**src/rtl/weight_memory_loader.sv**
```systemverilog
// Packs a valid/ready weight stream into N_DIM_ARRAY-lane words and writes them to the FC or CNN
// weight-memory port of the selected ping-pong bank. Optional running checksum: WLOAD_CHECKSUM_EN.
module weight_memory_loader #(
  parameter int          WEIGHT_DATA_WIDTH       = 8,
  parameter int          N_DIM_ARRAY             = 8,
  parameter int          WEIGHT_MEMORY_ADDR_SIZE = 16,
  parameter int          IN_WIDTH                = 32,
  parameter logic [2:0]  MODE_CNN                = 3'd1
) (
  input  logic                                 clk_i,
  input  logic                                 rst_ni,
  input  logic                                 start_i,
  input  logic [2:0]                           mode_i,
  input  logic                                 bank_sel_i,
  input  logic [WEIGHT_MEMORY_ADDR_SIZE-2:0]   base_addr_i,
  input  logic [WEIGHT_MEMORY_ADDR_SIZE-2:0]   num_words_i,
  input  logic                                 s_valid_i,
  output logic                                 s_ready_o,
  input  logic [IN_WIDTH-1:0]                  s_data_i,
  output logic                                 wr_en_ext_fc_w_o,
  output logic [WEIGHT_MEMORY_ADDR_SIZE-1:0]   wr_addr_ext_fc_w_o,
  output logic [WEIGHT_DATA_WIDTH-1:0]         wr_data_ext_fc_w_o [N_DIM_ARRAY-1:0],
  output logic                                 wr_en_ext_cnn_w_o,
  output logic [WEIGHT_MEMORY_ADDR_SIZE-1:0]   wr_addr_ext_cnn_w_o,
  output logic [WEIGHT_DATA_WIDTH-1:0]         wr_data_ext_cnn_w_o [N_DIM_ARRAY-1:0],
  output logic                                 busy_o,
  output logic                                 done_o,
  output logic [31:0]                          checksum_o
);

  localparam int WDW   = WEIGHT_DATA_WIDTH;
  localparam int AS    = WEIGHT_MEMORY_ADDR_SIZE;
  localparam int EPB   = IN_WIDTH / WDW;
  localparam int BEATS = N_DIM_ARRAY / EPB;
  localparam int BW    = (BEATS > 1) ? $clog2(BEATS) : 1;

  typedef enum logic [1:0] {S_IDLE, S_FILL, S_FLUSH, S_DONE} state_t;

  state_t          state_q, state_d;
  logic            is_cnn_q;
  logic            bank_q;
  logic [AS-2:0]   base_q;
  logic [AS-2:0]   num_q;
  logic [AS-2:0]   word_q;
  logic [BW-1:0]   beat_q;
  logic [WDW-1:0]  pack_q    [N_DIM_ARRAY-1:0];
  logic [WDW-1:0]  lane_new  [N_DIM_ARRAY-1:0];
  logic            wr_fc_q;
  logic            wr_cnn_q;
  logic [AS-1:0]   wr_addr_q;
  logic [WDW-1:0]  wr_data_q [N_DIM_ARRAY-1:0];

  logic handshake, last_beat, last_word, commit, accept_start;

  assign accept_start = (state_q == S_IDLE) && start_i;
  assign handshake    = (state_q == S_FILL) && s_valid_i;
  assign last_beat    = (beat_q == BW'(BEATS - 1));
  assign last_word    = (word_q == (num_q - {{(AS-2){1'b0}}, 1'b1}));
  assign commit       = handshake && last_beat;

  // Current beat overlays its EPB lanes on the held partial word; this is also the committed word.
  genvar gi;
  generate
    for (gi = 0; gi < N_DIM_ARRAY; gi++) begin : g_lane
      assign lane_new[gi] = (beat_q == BW'(gi / EPB)) ? s_data_i[(gi % EPB)*WDW +: WDW] : pack_q[gi];
    end
  endgenerate

  always_ff @(posedge clk_i or negedge rst_ni) begin
    if (!rst_ni) state_q <= S_IDLE;
    else         state_q <= state_d;
  end

  always_comb begin
    state_d = state_q;
    case (state_q)
      S_IDLE:  if (start_i) state_d = (num_words_i != '0) ? S_FILL : S_DONE;
      S_FILL:  if (commit && last_word) state_d = S_FLUSH;
      S_FLUSH: state_d = S_DONE;
      S_DONE:  state_d = S_IDLE;
      default: state_d = S_IDLE;
    endcase
  end

  always_comb begin
    s_ready_o = (state_q == S_FILL);
    busy_o    = (state_q == S_FILL) || (state_q == S_FLUSH);
    done_o    = (state_q == S_DONE);
  end

  always_ff @(posedge clk_i or negedge rst_ni) begin
    if (!rst_ni) begin
      is_cnn_q  <= 1'b0;
      bank_q    <= 1'b0;
      base_q    <= '0;
      num_q     <= '0;
      word_q    <= '0;
      beat_q    <= '0;
      pack_q    <= '{default: '0};
      wr_fc_q   <= 1'b0;
      wr_cnn_q  <= 1'b0;
      wr_addr_q <= '0;
      wr_data_q <= '{default: '0};
    end else begin
      // Write registers are a one-cycle strobe; address/data return to zero with the enable.
      wr_fc_q   <= 1'b0;
      wr_cnn_q  <= 1'b0;
      wr_addr_q <= '0;
      wr_data_q <= '{default: '0};
      if (accept_start) begin
        is_cnn_q <= (mode_i == MODE_CNN);
        bank_q   <= bank_sel_i;
        base_q   <= base_addr_i;
        num_q    <= num_words_i;
        word_q   <= '0;
        beat_q   <= '0;
      end
      if (handshake) begin
        pack_q <= lane_new;
        beat_q <= last_beat ? '0 : beat_q + 1'b1;
        if (last_beat) begin
          word_q    <= word_q + 1'b1;
          wr_fc_q   <= !is_cnn_q;
          wr_cnn_q  <= is_cnn_q;
          wr_addr_q <= {bank_q, base_q + word_q};
          wr_data_q <= lane_new;
        end
      end
    end
  end

  assign wr_en_ext_fc_w_o    = wr_fc_q;
  assign wr_en_ext_cnn_w_o   = wr_cnn_q;
  assign wr_addr_ext_fc_w_o  = wr_fc_q  ? wr_addr_q : '0;
  assign wr_addr_ext_cnn_w_o = wr_cnn_q ? wr_addr_q : '0;

  generate
    for (gi = 0; gi < N_DIM_ARRAY; gi++) begin : g_out
      assign wr_data_ext_fc_w_o[gi]  = wr_fc_q  ? wr_data_q[gi] : '0;
      assign wr_data_ext_cnn_w_o[gi] = wr_cnn_q ? wr_data_q[gi] : '0;
    end
  endgenerate

`ifdef WLOAD_CHECKSUM_EN
  logic [31:0] checksum_q;
  logic [31:0] word_sum;

  always_comb begin
    word_sum = '0;
    for (int i = 0; i < N_DIM_ARRAY; i++) word_sum = word_sum + 32'($signed(lane_new[i]));
  end

  // Accumulated at the commit edge so the total is current during the write strobe.
  always_ff @(posedge clk_i or negedge rst_ni) begin
    if (!rst_ni)           checksum_q <= '0;
    else if (accept_start) checksum_q <= '0;
    else if (commit)       checksum_q <= checksum_q + word_sum;
  end

  assign checksum_o = checksum_q;
`else
  assign checksum_o = '0;
`endif

endmodule

```
**config.mk**
```make
export PLATFORM = sky130hd
export DESIGN_NAME = weight_memory_loader
export DESIGN_NICKNAME = d
export VERILOG_FILES = /design/src/rtl/weight_memory_loader.sv
export SDC_FILE = /design/constraint.sdc
export NUM_CORES = 1
export LEC_CHECK = 0
export CAP_MARGIN = 20
export CORE_MARGIN = 3
export CORE_UTILIZATION = 40
export CTS_CLUSTER_SIZE = 25
export DETAILED_ROUTE_END_ITERATION = 16
export HOLD_SLACK_MARGIN = 0.06
export PLACE_DENSITY = 0.77
export SYNTH_ARGS = -nofsm -noshare
export SYNTH_HDL_FRONTEND = slang
export SYNTH_SLANG_ARGS = --single-unit
```
**constraint.sdc**
```tcl
create_clock -name clk_i -period 7.6 [get_ports clk_i]
set_input_delay 0.76 -clock clk_i [delete_from_list [all_inputs] [get_ports clk_i]]
set_output_delay 0.76 -clock clk_i [all_outputs]
set_load 0.005 [all_outputs]
```
======== Yosys cells after proc, flatten, opt, wreduce, memory -nomap -nowiden ========
Index checks and enable logic that the tools add are counted.
storage, ports and cells
  bits in registers ....................... 196
  bits of input ports ..................... 70
  output and inout bits ................... 197
operators by class
  $add $sub $neg .......................... 4
  equality and inequality tests ........... 7
  mux-type cells .......................... 44
  reduce and logical (&&, ||, !) cells .... 10
operator list
  cell                     number
  $mux W8                  24
  $mux W64                 2
  $mux W16                 4
  $mux W15                 3
  $add A15 B1 Y15 const B  1
  $add A15 B15 Y15         1
  $eq A15 B15 Y1           1
  $reduce_bool A15 Y1      1
  $sub A15 B1 Y15 const B  1
  $pmux W2 S4              1
  $mux W1                  7
  $mux W2                  3
  $eq A2 B2 Y1 const B     2
  $logic_and A1 B1 Y1      4
  $eq A3 B1 Y1 const B     1
  $eq A2 B1 Y1 const B     1
  $logic_not A2 Y1         1
  $ne A2 B1 Y1 const B     1
  $ne A2 B2 Y1 const B     1
  $reduce_and A2 Y1        1
  $reduce_bool A2 Y1       1
  $add A1 B1 Y1 const B    1
  $logic_not A1 Y1         1
  $logic_or A1 B1 Y1       1

======== Depth between registers and ports, before layout ========
  depth after elaboration ................. 6
  gate-level depth with buffers ........... 10
  gate-level depth less buffers ........... 9

======== Worst setup path after synthesis ========
OpenSTA, ideal clock, no wires.
  kind .................................... register -> register
  start point ............................. reg num_q[0]
  end point ............................... reg state_q[0]
  data arrival time ....................... 2.580 ns
  data required time ...................... 7.514 ns
  slack ................................... 4.934 ns
  stages on the path, launching flop included .. 11
  clock period less this slack ............ 2.666 ns
  cells stage by stage .................... dfrtp_1 inv_1 ha_1 or4b_1 buf_6 a2111oi_4 a31oi_1 o31a_1 a221o_1 o311a_1 nor3_1
between the ends
  cells in the longest elaborated chain, start to end .. 5
RTL lines
  element                      line  RTL
  start: declaration           43    logic [AS-2:0] num_q;
  start signal: assignment     114   num_q <= num_words_i;
  $sub A15 B1 Y15              58    assign last_word = (word_q == (num_q - {{(AS-2){1'b0}}, 1'b1}));
  $eq A15 B15 Y1               58
  $logic_and A1 B1 Y1          78    S_FILL: if (commit && last_word) state_d = S_FLUSH;
  $ne A2 B1 Y1 (no line)       -
  $reduce_and A2 Y1 (no line)  -
  end signal: assignment       71    else state_q <= state_d;
  end: declaration             39    state_t state_q, state_d;
No other way between the ends.
A chain may end at the register's enable or synchronous reset.

======== Worst setup path in the final report ========
  start point ............................. reg state_q[1]
  end point ............................... reg state_q[1]
between the ends
  cells in the longest elaborated chain, start to end .. 6
  elaborated cells between the ends (all ways) .. 11
  classes of those cells .................. eq/ne: 5; mux: 1; reduce/logical: 5
RTL lines
  element                      line    RTL
  $eq A2 B1 Y1                 56, 76
  $logic_and A1 B1 Y1          56      assign handshake = (state_q == S_FILL) && s_valid_i;
  $logic_and A1 B1 Y1          59      assign commit = handshake && last_beat;
  $logic_and A1 B1 Y1          78
  $ne A2 B1 Y1 (no line)       -
  $reduce_and A2 Y1 (no line)  -
Parallel ways exist; a longest one is shown, timed or not.

==> flow_summary_export.csv <==
group,metric,value,unit
run_status,status,"finished clean",
min_path,min_path_type,"input pin to async pin",
detailed_routing,vias_per_cell,4.90,
detailed_routing,drt-wirelength-per-cell,15.9,µm
layout,layoutNonFillerInstCount,1293,
critical_path,critical_path.cell_chain,"inv_1 -> ha_1 -> nand3_1 -> nor3_1 -> o2111ai_1 -> a221o_1 -> o311ai_1 -> nor3b_1",
placement,gp_congestion,0.880,
synth,synthDistinctLibCells,57,
floorplan,initial_utilization,41.1,%
layout,drive_gt1_share,10.7,%
clocking,clock-sinks,164,
clocking,root_buffer,"clkbuf_16",
power,peakVddDrop,0.214,mV
floorplan,die_y,151,µm
critical_path,path_delay_family,"simple AND/OR/NAND/NOR gates",
floorplan,io_pins,267,
synth,syn_area,8390,µm²
global_routing,antenna_found_initial,0,
layout,multi_input_area,3980,µm²
clocking,cts_htree_levels,4,
synth,yosys_warnings,0,
sta,tns,0,ns
layout,syn_to_final_growth,37.0,%
floorplan,design.core.area,20400,µm²
sta,holdWs,0.379,ns
critical_path,crit_fanout,23,
detailed_routing,remaining_drc_errors,0,
synth,async_reset_ff_share,100,%
sta,worst_slew_pin_slew,0.953,ns
detailed_routing,first_pass_iters,4,
sta,final_max_slew_viol_count,0,
placement,port_buffers,234,
sta,period_share,40.6,%
synth,synth-main-ff-cell,"dfrtp_1",
global_routing,grt_pass1_vias,6038,
sta,fin_crit,3.08,ns
clocking,path_clk_slew,0.07,ns
critical_path,start_kind,"flip-flop",
layout,fill_cells,1744,
clocking,hold_buffers,0,
sta,max_slew_margin,36.4,%
critical_path,slowest_delay,0.72,ns
job,cap_viol_max_count,0,
synth,synth_commonest_cells,"and2_1, dfrtp_1, mux2_2",
detailed_routing,vias,6338,
critical_path,worst-path-stages,8,
clocking,cts_setup_buffers,0,
synth,synth_top_family_by_area,"simple AND/OR/NAND/NOR gates",
critical_path,crit_path_end_kind,"flip-flop",
synth,synthAdderAreaFrac,3.37,%
synth,postSynthAreaPerCell,10.6,µm²
critical_path,cp_num_buf_inv,1,
clocking,ctsLongestPathBuffers,2,
detailed_routing,drt-initial-drc-count,325,
global_routing,grt_pass1_wl,31.8,mm
critical_path,r2r_cells,8,
layout,fin_nets,1102,
global_routing,grt_max_degree,89,
synth,netlist_instances,794,
detailed_routing,drt_wl_total,20.6,mm
sta,finalClockSkew,0.00674,ns
sta,clock.fmax,324,MHz
clocking,ctsResizeCount,0,
critical_path,critPathRequiredTime,7.93,ns
layout,regArea,4110,µm²
critical_path,crit_slowest_cell,"nand3_1",
synth,yosys.area_share.simple,24.3,%
floorplan,core.rowCount,52,
synth,yosysTopAreaCellShare,48.9,%
power,leakage,5.04,nW
synth,synth_sequential_area_ratio,48.9,%
synth,ys_ff_latch,164,
global_routing,grt-ovfl-total,0,
sta,rsz0062_at_grt,"no",
sta,setup-violations-final,0,
clocking,cts_tree,"built",
placement,dpl.hpwl,15.2,mm
synth,muxShareOfSynthArea,9.17,%
sta,hold_viol,0,
global_routing,track_usage,18.0,%
critical_path,rr_endpoint,"state_q[1]",
synth,synth-edff-count,0,
critical_path,r2r_setup_slack,4.52,ns
placement,dp_cells,1259,
clocking,numCtsBuffers,17,
power,power.density,259,nW/µm²
critical_path,critPathKind,"flip-flop to flip-flop",
synth,synth_area_leaders,"dfrtp_1, and2_1, mux2_2",
layout,antenna_cells,0,
synth,synth.largest_area_cell,"dfrtp_1",
synth,synth_most_common_cell,"and2_1",
detailed_routing,drtAntennaViolNets,0,
synth,synth_compound_area_share,6.26,%
synth,synth_xor_area_share,2.92,%
floorplan,die_w,151,µm
critical_path,rr_startpoint,"state_q[1]",
clocking,clk_latency,0.42,ns
critical_path,arrival,3.42,ns
floorplan,die_area,22800,µm²
-- how the worst max path moves through the flow --
stage	end	slack, ns	startpoint
after global routing	state_q[0]	4.20	state_q[1]
after global placement	state_q[1]	4.33	s_valid_i
after floorplan	state_q[0]	4.93	num_q[0]
after detailed placement	state_q[0]	4.24	s_valid_i
final	state_q[1]	4.52	state_q[1]
after CTS	wr_addr_ext_cnn_w_o[4]	4.49	wr_en_ext_cnn_w_o
-- kinds of logic (layout without fill, tap and decap cells) --
group                    Yosys count  in the layout
AO/OA/AOI/OAI                     80             80
XOR/XNOR                          28             28
adder cells (fa/ha/maj)           22             22
buffers and inverters             79            277
flip-flops                       164            164
multiplexers                      69             69
other                              1             32
AND/OR/NAND/NOR                  351            351
-- where the power goes --
group | internal [mW] | leakage [nW] | switching (mW)
clock | 0.534 | 0.311 | 0.380
combinational | 0.424 | 2.59 | 0.375
sequential | 1.10 | 2.14 | 0.169
-- stage by stage --
stage | instance area (µm²) | total power, mW | utilization (%) | setup WS, ns
finish | 11500 | 2.98 | 56.3 | 4.52
global route | 11500 | 3.16 | 56.3 | 4.20
CTS | 11500 | 3.00 | 56.1 | 4.49
detailed placement | 10800 | 2.08 | 52.9 | 4.24
global placement | 10800 | 2.04 | 52.9 | 4.33
floorplan | 8510 | 1.84 | - | 4.93
-- state kept, by name (all words and copies together), names as in the netlist --
name,flops
wr_data_q,64
pack_q,32
wr_addr_q,16
base_q,15
num_q,15
word_q,15
state_q,2
bank_q,1
beat_q,1
is_cnn_q,1
wr_en_ext_cnn_w_o,1
wr_en_ext_fc_w_o,1
-- routing by layer --
layer	part of all wire, %	up-vias	global-route usage (%)
met4	1.8	0	5.12
met3	6.5	30	4.61
met1	40	3064	21.6
li1	-	3046	-
met5	0	-	0
met2	52	198	31.9
-- area by class of cell --
type                            instances  area share, %
Timing Repair Buffer                  239           20.9
Clock buffer                           17           3.70
Multi-Input combinational cell        582           34.6
Sequential cell                       164           35.7
Inverter                                6          0.196
Tap cell                              270           2.94
Clock inverter                         15           1.86
-- cells in the final DEF (no fill, tap or decap), types with 4 or more instances in the layout --
cell,count
nand3_1,16
nand4_1,4
clkbuf_16,17
and2_1,228
mux2_2,63
xor2_1,7
and3_1,6
nand2b_1,5
a21o_1,5
mux2i_1,6
xnor2_1,21
nand2_1,29
nor2_1,30
inv_8,5
dfrtp_1,162
conb_1,32
nor4_1,10
clkdlybuf4s50_1,233
a31oi_1,4
a21oi_1,18
ha_1,21
o21ai_0,25
inv_1,6
nor3_1,7
No activity file was read; power rests on OpenSTA's default activity.
